[src/rtl/instruction_encode_writer.sv]
// instruction_encode_writer
//   Packs decoded RV32I field bundles back into 32-bit instruction words and
//   streams them into instruction memory at sequential word addresses.
//   One-entry output register with ready backpressure on the write port.
//   Optional build macro: ENCODE_STRICT_IMM_EN (adds immediate range checks;
//   when undefined, out-of-range immediates are truncated and written).
module instruction_encode_writer #(
  parameter int ADDR_WIDTH = 10,
  parameter int BASE_ADDR  = 0
) (
  input  logic                  clk,
  input  logic                  reset,
  input  logic                  in_valid,
  output logic                  in_ready,
  input  logic [10:0]           opcode_selection,
  input  logic [4:0]            source_reg_1,
  input  logic [4:0]            source_reg_2,
  input  logic [4:0]            destination_reg,
  input  logic [2:0]            subfunction_3,
  input  logic [6:0]            subfunction_7,
  input  logic [31:0]           immediate,
  output logic                  mem_write_enable,
  output logic [ADDR_WIDTH-1:0] mem_write_address,
  output logic [31:0]           mem_write_data,
  input  logic                  mem_write_ready,
  output logic                  encoding_error,
  output logic [ADDR_WIDTH-1:0] error_address,
  output logic                  memory_full,
  output logic [ADDR_WIDTH:0]   words_written
);

  // One-hot bit map shared with the decoder
  localparam int ONEHOT_LUI_INDEX       = 0;
  localparam int ONEHOT_AUIPC_INDEX     = 1;
  localparam int ONEHOT_JAL_INDEX       = 2;
  localparam int ONEHOT_JALR_INDEX      = 3;
  localparam int ONEHOT_BRANCH_INDEX    = 4;
  localparam int ONEHOT_LOAD_INDEX      = 5;
  localparam int ONEHOT_STORE_INDEX     = 6;
  localparam int ONEHOT_ITYPE_ALU_INDEX = 7;
  localparam int ONEHOT_RTYPE_ALU_INDEX = 8;
  localparam int ONEHOT_FENCE_INDEX     = 9;
  localparam int ONEHOT_DEBUG_INDEX     = 10;

  // Major opcode for each one-hot position, indexed by the map above
  localparam logic [6:0] OPCODE_TABLE [0:10] = '{
    7'b0110111,  // LUI
    7'b0010111,  // AUIPC
    7'b1101111,  // JAL
    7'b1100111,  // JALR
    7'b1100011,  // BRANCH
    7'b0000011,  // LOAD
    7'b0100011,  // STORE
    7'b0010011,  // ITYPE_ALU
    7'b0110011,  // RTYPE_ALU
    7'b0001111,  // FENCE
    7'b1110011   // DEBUG (SYSTEM)
  };

  localparam logic [ADDR_WIDTH-1:0] BASE     = ADDR_WIDTH'(BASE_ADDR);
  localparam logic [ADDR_WIDTH:0]   CAPACITY = {1'b1, {ADDR_WIDTH{1'b0}}};

  logic                  write_enable_reg;
  logic [ADDR_WIDTH-1:0] write_address_reg;
  logic [31:0]           write_data_reg;
  logic                  encoding_error_reg;
  logic [ADDR_WIDTH-1:0] error_address_reg;
  logic                  memory_full_reg;
  logic [ADDR_WIDTH:0]   words_written_reg;
  logic [ADDR_WIDTH-1:0] alloc_ptr_reg;
  logic [ADDR_WIDTH-1:0] alloc_count_reg;

  logic [6:0]  opcode_terms [0:10];
  logic [6:0]  opcode_field;
  logic        is_u, is_j, is_i, is_b, is_s, is_r, is_shift;
  logic [11:0] i_imm12;
  logic [31:0] encoded_word;
  logic        onehot_ok;
  logic        imm_fits;
  logic        bundle_ok;
  logic        accept;
  logic        complete;

  // Each selection bit gates its own opcode; at most one term is nonzero for a legal bundle
  genvar gi;
  generate
    for (gi = 0; gi < 11; gi++) begin : g_opcode_term
      assign opcode_terms[gi] = opcode_selection[gi] ? OPCODE_TABLE[gi] : 7'd0;
    end
  endgenerate

  assign in_ready = !memory_full_reg && (!write_enable_reg || mem_write_ready);
  assign accept   = in_valid && in_ready;
  assign complete = write_enable_reg && mem_write_ready;

  // Classify the format and scatter the fields into an instruction word
  always_comb begin
    opcode_field = 7'd0;
    for (int i = 0; i < 11; i++) begin
      opcode_field = opcode_field | opcode_terms[i];
    end
    is_u = opcode_selection[ONEHOT_LUI_INDEX] | opcode_selection[ONEHOT_AUIPC_INDEX];
    is_j = opcode_selection[ONEHOT_JAL_INDEX];
    is_i = opcode_selection[ONEHOT_JALR_INDEX] | opcode_selection[ONEHOT_LOAD_INDEX]
         | opcode_selection[ONEHOT_ITYPE_ALU_INDEX] | opcode_selection[ONEHOT_FENCE_INDEX]
         | opcode_selection[ONEHOT_DEBUG_INDEX];
    is_b = opcode_selection[ONEHOT_BRANCH_INDEX];
    is_s = opcode_selection[ONEHOT_STORE_INDEX];
    is_r = opcode_selection[ONEHOT_RTYPE_ALU_INDEX];
    // Shifts carry funct7 in imm[11:5] and the shift amount in imm[4:0]
    is_shift = opcode_selection[ONEHOT_ITYPE_ALU_INDEX]
             && (subfunction_3 == 3'b001 || subfunction_3 == 3'b101);
    i_imm12 = is_shift ? {subfunction_7, immediate[4:0]} : immediate[11:0];

    encoded_word = 32'd0;
    if (is_u) begin
      encoded_word = {immediate[31:12], destination_reg, opcode_field};
    end else if (is_j) begin
      encoded_word = {immediate[20], immediate[10:1], immediate[11], immediate[19:12],
                      destination_reg, opcode_field};
    end else if (is_i) begin
      encoded_word = {i_imm12, source_reg_1, subfunction_3, destination_reg, opcode_field};
    end else if (is_b) begin
      encoded_word = {immediate[12], immediate[10:5], source_reg_2, source_reg_1, subfunction_3,
                      immediate[4:1], immediate[11], opcode_field};
    end else if (is_s) begin
      encoded_word = {immediate[11:5], source_reg_2, source_reg_1, subfunction_3,
                      immediate[4:0], opcode_field};
    end else if (is_r) begin
      encoded_word = {subfunction_7, source_reg_2, source_reg_1, subfunction_3,
                      destination_reg, opcode_field};
    end

    onehot_ok = (opcode_selection != 11'd0)
             && ((opcode_selection & (opcode_selection - 11'd1)) == 11'd0);

`ifdef ENCODE_STRICT_IMM_EN
    // Sign-extension bits must all agree and alignment bits must be clear
    imm_fits = 1'b1;
    if (is_u) begin
      imm_fits = (immediate[11:0] == 12'd0);
    end else if (is_j) begin
      imm_fits = ((&immediate[31:20]) || !(|immediate[31:20])) && !immediate[0];
    end else if (is_b) begin
      imm_fits = ((&immediate[31:12]) || !(|immediate[31:12])) && !immediate[0];
    end else if (is_i && is_shift) begin
      imm_fits = (immediate[31:5] == 27'd0);
    end else if (is_i || is_s) begin
      imm_fits = (&immediate[31:11]) || !(|immediate[31:11]);
    end
`else
    imm_fits = 1'b1;
`endif

    bundle_ok = onehot_ok && imm_fits;
  end

  // Output register, slot allocation, error capture and write accounting
  always_ff @(posedge clk) begin
    if (reset) begin
      write_enable_reg   <= 1'b0;
      write_address_reg  <= BASE;
      write_data_reg     <= 32'd0;
      encoding_error_reg <= 1'b0;
      error_address_reg  <= '0;
      memory_full_reg    <= 1'b0;
      words_written_reg  <= '0;
      alloc_ptr_reg      <= BASE;
      alloc_count_reg    <= '0;
    end else begin
      if (complete) begin
        write_enable_reg <= 1'b0;
      end
      if (accept) begin
        alloc_ptr_reg   <= alloc_ptr_reg + 1'b1;
        alloc_count_reg <= alloc_count_reg + 1'b1;
        if (alloc_count_reg == {ADDR_WIDTH{1'b1}}) begin
          memory_full_reg <= 1'b1;
        end
        if (bundle_ok) begin
          write_enable_reg  <= 1'b1;
          write_address_reg <= alloc_ptr_reg;
          write_data_reg    <= encoded_word;
        end else begin
          // A rejected bundle still consumes its slot; only the first one is recorded
          encoding_error_reg <= 1'b1;
          if (!encoding_error_reg) begin
            error_address_reg <= alloc_ptr_reg;
          end
        end
      end
      if (complete && words_written_reg != CAPACITY) begin
        words_written_reg <= words_written_reg + 1'b1;
      end
    end
  end

  assign mem_write_enable  = write_enable_reg;
  assign mem_write_address = write_address_reg;
  assign mem_write_data    = write_data_reg;
  assign encoding_error    = encoding_error_reg;
  assign error_address     = error_address_reg;
  assign memory_full       = memory_full_reg;
  assign words_written     = words_written_reg;

endmodule

[config.mk]
export PLATFORM = sky130hd
export DESIGN_NAME = instruction_encode_writer
export DESIGN_NICKNAME = d
export VERILOG_FILES = /design/src/rtl/instruction_encode_writer.sv
export SDC_FILE = /design/constraint.sdc
export NUM_CORES = 1
export LEC_CHECK = 0
export CAP_MARGIN = 20
export CORE_ASPECT_RATIO = 1.75
export CORE_MARGIN = 3
export CORE_UTILIZATION = 55
export CTS_CLUSTER_DIAMETER = 100
export DETAILED_ROUTE_END_ITERATION = 10
export DONT_BUFFER_PORTS = 1
export MAX_ROUTING_LAYER = met4
export PLACE_DENSITY = 0.7
export SYNTH_ARGS = -nofsm -noshare
export SYNTH_HDL_FRONTEND = slang
export SYNTH_SLANG_ARGS = --single-unit
[constraint.sdc]
create_clock -name clk -period 2.2 [get_ports clk]
set_input_delay 0.33 -clock clk [delete_from_list [all_inputs] [get_ports clk]]
set_output_delay 0.33 -clock clk [all_outputs]
set_load 0.05 [all_outputs]
==> qor.txt <==
Slew headroom = 0.570
Clk pwr share = 0.492
PwrDens = 712 nW/µm²
CTS tree = built
Post-Place Cells = 564
GRT Total Usage = 0.251
Distinct cell type count after synthesis = 59
Final wirelength = 11100 µm
Area contributors post-synth = dfxtp_1 (39%), a211oi_2 (5.8%), a21oi_1 (5.8%), nor2_1 (3.4%), nand2b_1 (3.3%)
Die Y = 123 µm
Syn_nets = 563
Post-cts gate resize count = 0
Drt pass-1 iters = 5
PortBufs = 0
Hold Startpoint = reset
Post-CTS setup buffers = 0
Reg2reg start = words_written[2]$_SDFFE_PP0P_
CP required = 2460 ps
Fmax = 530 MHz
Slack of the critical path = 314 ps
Syn. warnings = 0
Worst VDD drop = 0.000606 V
Iter 0 DRT Violations = 283
Hold Vio Cnt, Final = 0
Pin count of the biggest net entering global routing = 96
Final Power = 3.45 mW
Tcrit/Tclk final = 0.857
Via count = 3658
Critical Path Start Type = primary input
H-tree depth = 3
Max Slew Vio Count = 0
Final std cells w/o fill = 580
Worst-margin pin slew = 645 ps
CTS root buf = clkbuf_16
Area delta synth->final = 11.8%
Top_reg_cell synth = dfxtp_1
Worst Skew = 6.12 ps
Hold buffers post-CTS = 0
Final setup violation count = 0
Multiplexer area fraction after synthesis = 0.0277
R2R Setup Slk = 560 ps
Pint = 2.72 mW
First-pass GRT wire length = 17300 µm
Fillers = 661
Pre-CTS setup slack = -28.0 ps
Combinational Power Share = 0.052
Remaining DRCs = 0
Syn Inst Count = 487
Post-synthesis compound-gate area fraction = 0.259
Largest register FFs = 31
Setup Total Neg Slack = 0 ps
Largest area contributor in the netlist = dfxtp_1
Post-Synth Simple-Gate Area = 0.202
Core area = 7620 µm²
Die W = 73.1 µm
Clk sink count = 85
DP Wirelength = 7810 µm
Reg-to-Reg End = words_written[10]$_SDFFE_PP0P_
Synth Area in Adders = 0.0116
Io pins = 139
Post-Synth XOR/XNOR Area = 0.0485
Count leader, synth = dfxtp_1
Period minus WS final = 1890 ps
Outcome = complete, no violations
Leak = 1.59 nW
Synth async-reset ratio = 0
Vias per cell = 6.31
Synthesized flop and latch total = 85
WHS Endpoint = mem_write_address[1]$_SDFFE_PP0P_
Worst Hold Depth = 1
P_sw = 0.720 mW
Share of cells above drive strength 1 = 0.157
Hold Crit Class = primary input to register
Clock Tree Buf Depth = 2
Number of cell rows = 42
Crit end category = register
Starting Density = 0.568
RSZ-0062 raised after global routing = no
Crit path kind = primary input to register
Synth top cells by count = dfxtp_1 (85), a21oi_1 (50), nor2_1 (39), nand2b_1 (23), o21ai_0 (22)
Max-cap viol count = 0
Fin util = 0.635
Reg clk slew, reported paths = 60 ps
Crit path DAT = 2140 ps
Main combinational cell family by area after synthesis = compound AO/OA/AOI/OAI gates
Ant. Diodes = 0
Post-Syn Area = 4330 µm²
Antenna viol nets, final = 0
Initial antenna violation count = 0
Final Wtd Congestion = 0.902
Critical Path Fanout Max = 13
Post-layout nets = 563
TritonCTS Buffers = 9
R2r worst-path depth = 6
Sequential power share = 0.456
Vias in the first global route = 3555
Syn avg cell area = 8.89 µm²
Die area = 9020 µm²
Register area share after synthesis = 0.393
Clk_lat worst skew = 340 ps
Drt wl/cell = 19.1 µm
Remaining global-route overflow = 0
Post-synth EDFFs = 0
Switching Share = 0.209
Top cell type's share of synthesized area = 0.393
==> through the flow <==
| step | instance area [µm²] | hold WS (ps) |
|---|---|---|
| detailed placement | 4500 | 407 |
| CTS | 4840 | 47.3 |
| floorplan | 4330 | 470 |
| finish | 4840 | 63.1 |
| global route | 4840 | 46.2 |
| global placement | 4500 | 407 |
==> power by group through the flow <==
stage	sequential [mW]	combinational, mW	clock [mW]
floorplan	1.61	0.181	0
global placement	1.61	0.176	0
detailed placement	1.61	0.180	0
CTS	1.57	0.180	1.74
global route	1.57	0.197	1.81
finish	1.57	0.180	1.69
==> worst max-delay path: stages <==
cell and delay (ps):
nor4_1 360, buf_4 190, a21o_1 130, and3_1 300, o211a_1 560, mux2i_1 260
==> layout by cell type, fill, tap and decap left out, types with 10 or more instances in the layout <==
| cell | n |
|---|---|
| a22oi_1 | 14 |
| mux2i_1 | 12 |
| nor2_1 | 39 |
| xor2_1 | 12 |
| nand2_1 | 16 |
| buf_4 | 25 |
| nand2b_1 | 23 |
| dfxtp_1 | 85 |
| xnor2_1 | 12 |
| nand3_1 | 19 |
| o21ai_0 | 22 |
| nand4_1 | 10 |
| a21oi_1 | 50 |
| a211oi_2 | 20 |
| inv_1 | 10 |
| nor3_1 | 18 |
==> worst max-delay path by stage <==
stage / from / end / depth (start not counted)
final: opcode_selection[6] / error_address[9]$_SDFFE_PP0P_ / 6
after global routing: opcode_selection[6] / error_address[1]$_SDFFE_PP0P_ / 6
after CTS: opcode_selection[6] / error_address[9]$_SDFFE_PP0P_ / 6
after detailed placement: opcode_selection[6] / error_address[9]$_SDFFE_PP0P_ / 6
after global placement: opcode_selection[6] / error_address[0]$_SDFFE_PP0P_ / 6
after floorplan: opcode_selection[2] / mem_write_data[10]$_SDFFE_PP0P_ / 8
==> logic make-up after synthesis <==
| group | Yosys count |
|---|---|
| buffers and inverters | 50 |
| AOI/OAI and AO/OA | 149 |
| adders and majority gates | 4 |
| muxes | 12 |
| DFF | 85 |
| xor gates and xnor gates | 24 |
| and+or+nand+nor | 163 |
==> layout make-up <==
class | count | area [µm²] | area share
multi-input combinational | 352 | 2380 | 0.491
inverter | 10 | 37.5 | 0.00776
timing repair buffer | 29 | 268 | 0.0553
clock buffer | 12 | 267 | 0.0551
tap | 88 | 110 | 0.0228
sequential | 85 | 1700 | 0.352
clock inverter | 4 | 77.6 | 0.0160
==> routing by layer <==
| layer | part of all wire | wire length (µm) | global-route usage | vias up |
|---|---|---|---|---|
| li1 | - | - | - | 1797 |
| met1 | 0.37 | 4140 | 0.280 | 1699 |
| met2 | 0.52 | 5810 | 0.409 | 137 |
| met3 | 0.066 | 734 | 0.0708 | 25 |
| met4 | 0.036 | 403 | 0.118 | 0 |
| met5 | 0 | 0 | - | - |
Note: power is estimated with default switching activity, not from simulation.
